**config.mk**
```make
export PLATFORM = sky130hd
export DESIGN_NAME = wash_sequencer
export DESIGN_NICKNAME = d
export VERILOG_FILES = /design/src/rtl/wash_pkg.sv /design/src/rtl/phase_countdown.sv /design/src/rtl/wash_sequencer.sv
export SDC_FILE = /design/constraint.sdc
export NUM_CORES = 1
export LEC_CHECK = 0
export ABC_AREA = 1
export CORE_UTILIZATION = 45
export CTS_CLUSTER_DIAMETER = 150
export CTS_CLUSTER_SIZE = 12
export DETAILED_ROUTE_END_ITERATION = 6
export PLACE_DENSITY = 0.83
export SLEW_MARGIN = 20
export SYNTH_ARGS = -nofsm -noshare
export SYNTH_HDL_FRONTEND = slang
export SYNTH_HIERARCHICAL = 1
export SYNTH_SLANG_ARGS = --single-unit
```
**constraint.sdc**
```tcl
create_clock -name clk -period 1.96 [get_ports clk]
set_input_delay 0.392 -clock clk [delete_from_list [all_inputs] [get_ports clk]]
set_output_delay 0.392 -clock clk [all_outputs]
set_load 0.01 [all_outputs]
```
**src/rtl/wash_pkg.sv**
```systemverilog
// rtl/wash_pkg.sv - shared state encoding, default phase durations and phase ordering
//
// Purpose : common definitions for the wash sequencer.
// Contents: wash_state_e (3-bit state enum), default phase durations,
//           next_phase() helper giving the running-phase order.
package wash_pkg;

  typedef enum logic [2:0] {
    ST_IDLE  = 3'd0,
    ST_FILL  = 3'd1,
    ST_WASH  = 3'd2,
    ST_DRAIN = 3'd3,
    ST_SPIN  = 3'd4,
    ST_DONE  = 3'd5,
    ST_PAUSE = 3'd6
  } wash_state_e;

  localparam int DEF_FILL_SEC  = 10;
  localparam int DEF_DRAIN_SEC = 8;
  localparam int DEF_SPIN_SEC  = 15;

  // Phase that follows a running phase once its countdown expires.
  function automatic wash_state_e next_phase(input wash_state_e s);
    case (s)
      ST_FILL:  next_phase = ST_WASH;
      ST_WASH:  next_phase = ST_DRAIN;
      ST_DRAIN: next_phase = ST_SPIN;
      default:  next_phase = ST_DONE;
    endcase
  endfunction

endpackage

```
**src/rtl/phase_countdown.sv**
```systemverilog
// rtl/phase_countdown.sv - loadable down-counter holding the seconds left in a phase
//
// Purpose : 7-bit countdown; load wins over everything, otherwise decrement on
//           tick_en unless hold is set, saturating at zero.
// Ports   : clk, rst_n (async active-low)
//           load, load_val[W-1:0]  - synchronous load
//           tick_en                - decrement request
//           hold                   - freeze the count
//           count[W-1:0]           - registered count
//           zero                   - count == 0
module phase_countdown #(
  parameter int W = 7
) (
  input  logic         clk,
  input  logic         rst_n,
  input  logic         load,
  input  logic [W-1:0] load_val,
  input  logic         tick_en,
  input  logic         hold,
  output logic [W-1:0] count,
  output logic         zero
);

  logic [W-1:0] count_q, count_d;

  always_comb begin
    count_d = count_q;
    if (load) begin
      count_d = load_val;
    end else if (tick_en && !hold && (count_q != '0)) begin
      count_d = count_q - 1'b1;
    end
  end

  always_ff @(posedge clk or negedge rst_n) begin
    if (!rst_n) begin
      count_q <= '0;
    end else begin
      count_q <= count_d;
    end
  end

  assign count = count_q;
  assign zero  = (count_q == '0);

endmodule

```
**src/rtl/wash_sequencer.sv**
```systemverilog
// rtl/wash_sequencer.sv - washing-machine cycle sequencer FILL/WASH/DRAIN/SPIN with pause
//
// Purpose : steps through the wash cycle on 1 Hz ticks, drives actuator enables,
//           supports pause/resume and an optional door interlock.
// Config  : define WASH_DOOR_LOCK_EN to enable the door interlock.
// Ports   : clk, rst (async active-low), tick_1hz, start, pause, settimer[6:0],
//           door_closed -> valve_on, motor_on, drain_on, spin_on, phase[2:0],
//           remain[6:0], done, door_lock. All outputs come straight from flops.
module wash_sequencer
  import wash_pkg::*;
#(
  parameter int FILL_SEC  = DEF_FILL_SEC,
  parameter int DRAIN_SEC = DEF_DRAIN_SEC,
  parameter int SPIN_SEC  = DEF_SPIN_SEC
) (
  input  logic       clk,
  input  logic       rst,
  input  logic       tick_1hz,
  input  logic       start,
  input  logic       pause,
  input  logic [6:0] settimer,
  input  logic       door_closed,
  output logic       valve_on,
  output logic       motor_on,
  output logic       drain_on,
  output logic       spin_on,
  output logic [2:0] phase,
  output logic [6:0] remain,
  output logic       done,
  output logic       door_lock
);

  localparam logic [6:0] FILL_LEN  = 7'(FILL_SEC);
  localparam logic [6:0] DRAIN_LEN = 7'(DRAIN_SEC);
  localparam logic [6:0] SPIN_LEN  = 7'(SPIN_SEC);

  wash_state_e state_q, state_d;
  wash_state_e saved_q, saved_d;
  logic [6:0]  wash_len_q, wash_len_d;
  logic        valve_q, valve_d;
  logic        motor_q, motor_d;
  logic        drain_q, drain_d;
  logic        spin_q, spin_d;
  logic        done_q, done_d;
  logic        door_lock_q, door_lock_d;

  logic        cnt_load;
  logic [6:0]  cnt_load_val;
  logic        cnt_tick;
  logic        cnt_hold;
  logic        cnt_zero;
  logic [6:0]  cnt_value;
  logic        door_ok;

`ifdef WASH_DOOR_LOCK_EN
  assign door_ok = door_closed;
`else
  logic unused_door_closed;
  assign unused_door_closed = door_closed;
  assign door_ok = 1'b1;
`endif

  always_comb begin
    state_d      = state_q;
    saved_d      = saved_q;
    wash_len_d   = wash_len_q;
    cnt_load     = 1'b0;
    cnt_load_val = '0;
    cnt_tick     = 1'b0;
    cnt_hold     = 1'b0;

    case (state_q)
      ST_IDLE, ST_DONE: begin
        if (start && door_ok) begin
          wash_len_d   = settimer;
          state_d      = ST_FILL;
          cnt_load     = 1'b1;
          cnt_load_val = FILL_LEN;
        end
      end
      ST_FILL, ST_WASH, ST_DRAIN, ST_SPIN: begin
        // Pause (or an opened door) outranks a same-cycle tick, which is dropped.
        if (pause || !door_ok) begin
          state_d  = ST_PAUSE;
          saved_d  = state_q;
          cnt_hold = 1'b1;
        end else if (cnt_zero || (tick_1hz && (cnt_value == 7'd1))) begin
          // A zero-length phase is left on the next clock without a tick.
          state_d  = next_phase(state_q);
          cnt_load = 1'b1;
          case (next_phase(state_q))
            ST_WASH:  cnt_load_val = wash_len_q;
            ST_DRAIN: cnt_load_val = DRAIN_LEN;
            ST_SPIN:  cnt_load_val = SPIN_LEN;
            default:  cnt_load_val = '0;
          endcase
        end else begin
          cnt_tick = tick_1hz;
        end
      end
      ST_PAUSE: begin
        cnt_hold = 1'b1;
        if (pause && door_ok) begin
          state_d = saved_q;
        end
      end
      default: begin
        state_d = ST_IDLE;
      end
    endcase
  end

  // Output flops are loaded from the next state so they line up with state_q.
  always_comb begin
    valve_d = (state_d == ST_FILL);
    motor_d = (state_d == ST_WASH);
    drain_d = (state_d == ST_DRAIN) || (state_d == ST_SPIN);
    spin_d  = (state_d == ST_SPIN);
    done_d  = (state_d == ST_DONE);
`ifdef WASH_DOOR_LOCK_EN
    door_lock_d = (state_d == ST_FILL) || (state_d == ST_WASH) || (state_d == ST_DRAIN) ||
                  (state_d == ST_SPIN) || (state_d == ST_PAUSE);
`else
    door_lock_d = 1'b0;
`endif
  end

  always_ff @(posedge clk or negedge rst) begin
    if (!rst) begin
      state_q     <= ST_IDLE;
      saved_q     <= ST_IDLE;
      wash_len_q  <= '0;
      valve_q     <= 1'b0;
      motor_q     <= 1'b0;
      drain_q     <= 1'b0;
      spin_q      <= 1'b0;
      done_q      <= 1'b0;
      door_lock_q <= 1'b0;
    end else begin
      state_q     <= state_d;
      saved_q     <= saved_d;
      wash_len_q  <= wash_len_d;
      valve_q     <= valve_d;
      motor_q     <= motor_d;
      drain_q     <= drain_d;
      spin_q      <= spin_d;
      done_q      <= done_d;
      door_lock_q <= door_lock_d;
    end
  end

  phase_countdown #(.W(7)) u_countdown (
    .clk      (clk),
    .rst_n    (rst),
    .load     (cnt_load),
    .load_val (cnt_load_val),
    .tick_en  (cnt_tick),
    .hold     (cnt_hold),
    .count    (cnt_value),
    .zero     (cnt_zero)
  );

  assign phase     = state_q;
  assign remain    = cnt_value;
  assign valve_on  = valve_q;
  assign motor_on  = motor_q;
  assign drain_on  = drain_q;
  assign spin_on   = spin_q;
  assign done      = done_q;
  assign door_lock = door_lock_q;

endmodule

```
==> reports/summary.txt <==
status: finished, final reports clean
commonest non-fill, non-tap cells in the layout: nand2_1 (75), clkdlybuf4s50_1 (26), dfrtp_1 (21), nor2_1 (20)
final hold viol count: 0
Worst Path Max Fanout: 6
post-detail-place hpwl: 2390 um
Net Count, Synth: 231
Startpoint Class: flip-flop
vias in the first global route: 1271
CTS Root Cell: clkbuf_4
Synth Flop Type: dfrtp_1
clk_skew: 0.00102 ns
Finished Layout Cells: 301
multi-input logic area: 817 um2
ANT cells: 0
Max VDD drop: 766 uV
most common cell after layout, fill and taps aside: nand2_1
grt total ovfl: 0
std cell rows: 20
Post-route DRC: 0
hold buffer count at CTS: 0
Power Density: 1710 nW/um2
fraction of layout cells with a size suffix above 1: 21.4%
Static Leak: 0.976 nW
Util after Layout: 63.3%
CTS H-tree depth: 1
Avg Cell Area, Syn: 7.11 um2
post-synthesis sequential area ratio: 40.7%
all-layer global routing usage: 19.2%
io pins: 29
Num CTS Buffers: 3
crit path capture type: output pin
Routed WL per cell: 10.5 um
Reg area: 631 um2
largest net degree at the start of global routing: 26
Yosys warning total: 6
Iteration-0 DRC Markers: 75
fin nets: 273
Synth async-reset ratio: 100%
placed cells: 296
Initial Util: 48.7%
synthesized instance count: 216
setup_tns: 0 ns
core area: 3150 um2
Slew Limit Fails: 0
maximum clock frequency: 547 MHz
Worst Path Required: 1.57 ns
Design Power: 3.41 mW
CTS max path bufs: 2
full die area: 3650 um2
Fill cells: 306
WL final: 3160 um
Post-synth EDFFs: 0
die height: 60.4 um
Reg clk slew, reported paths: 0.13 ns
worst path arrival time: 1.44 ns
Die Wd: 60.4 um
via count: 1450
initial antenna violation count: 0
CTS tree: done
Area Overhead vs Synth: 29.8%
pre-CTS setup slack: 0.00646 ns
CP Class: reg -> out
Final min period: 1.83 ns
TritonCTS Sinks: 25
Hold WC Path Type: in -> async
Post-Syn Area: 1540 um2
Final WS setup: 0.132 ns
worst-skew pair later-pin latency: 0.31 ns
drt via density: 4.82
PortBufs: 26
hold slack: 0.409 ns
Initial DRT Pass Iterations: 4
post-route ant nets: 0
post-synth cell types: 29
max cap viols: 0
Placer Congestion: 0.867
Synth Register Bits: 25
Tcrit/Tclk final: 93.2%
dpl cell area: 1930 um2
design area: 1990 um2
first-pass GRT wire length: 5250 um
final setup fails: 0
==> cells in the mapped netlist (2+ instances only) <==
cell      n  area share (%)
dfrtp_1  25              41
ha_1      2             1.6
inv_1    21             5.1
inv_2     4            0.98
nand2_1  75              18
nand2_2   6             2.4
nand3_1  19             6.2
nand3_2   2             1.3
nand4_1   3             1.2
nor2_1   22             5.4
nor2_2    3             1.2
nor2_4    3             2.2
o21ai_0  11             3.6
o21ai_1   2            0.65
o21ai_2   3             1.7
xnor2_1   2             1.1
==> layer usage <==
layer	routed length (um)	GRT usage (%)
met5	0	0
met4	27	6.82
met3	119	1.92
met2	1450	31.7
met1	1560	26.4
==> layout make-up <==
class,count,share of cell area (%)
tap,44,2.76
sequential,25,31.6
clock inverter,1,0.251
inverter,26,4.96
multi-input combinational,162,41.0
timing repair buffer,40,18.3
clock buffer,3,1.13
==> kinds of logic (layout without fill, tap and decap cells) <==
| kind of cell | after synthesis | after routing | share of synthesized area (%) |
|---|---|---|---|
| buffers and inverters | 29 | 70 | 7.41 |
| AOI/OAI and AO/OA | 20 | 20 | 8.63 |
| and+or+nand+nor | 137 | 137 | 40.2 |
| xor gates and xnor gates | 2 | 2 | 1.14 |
| adders and majority gates | 2 | 2 | 1.63 |
| other | 1 | 1 | 0.244 |
| DFF | 25 | 25 | 40.7 |
==> flip-flops by register name (all words and copies together), names as in the netlist <==
| name | count |
|---|---|
| u_countdown/count | 7 |
| wash_len_q | 7 |
| phase | 3 |
| saved_q | 3 |
| done | 1 |
| drain_on | 1 |
| motor_on | 1 |
| spin_on | 1 |
| valve_on | 1 |
==> worst max-delay path, stage by stage (launching register included) <==
cell and delay, ns:
dfrtp_2 0.45, buf_4 0.14, clkdlybuf4s50_1 0.53
==> timing repair <==
item / CTS / global route
gates resized for setup: 0 / 12
endpoints found under the setup margin: 0 / 9
setup buffers: 0 / 1
==> power by group <==
part | internal, mW | leakage (nW) | switching [mW] | total, mW
clock | 0.0763 | 0.0177 | 0.152 | 0.228
combinational | 0.920 | 0.645 | 1.28 | 2.20
sequential | 0.757 | 0.313 | 0.227 | 0.984
total | 1.75 | 0.976 | 1.66 | 3.41
==> final timing paths <==
path | endpoint | slack (ns) | depth (start not counted) | startpoint
min in group clk | wash_len_q[1] | 0.49 | 2 | wash_len_q[1]
worst max-delay path | phase[2] | 0.13 | 2 | phase[2]
worst max register to register | u_countdown/count[6] | 0.14 | 12 | u_countdown/count[1]
worst min register to register | wash_len_q[1] | 0.49 | 2 | wash_len_q[1]
worst min-delay path | wash_len_q[5] | 0.41 | 2 | rst
max in group asynchronous | phase[0] | 1.30 | 2 | rst
No activity file was read; power rests on OpenSTA's default activity.
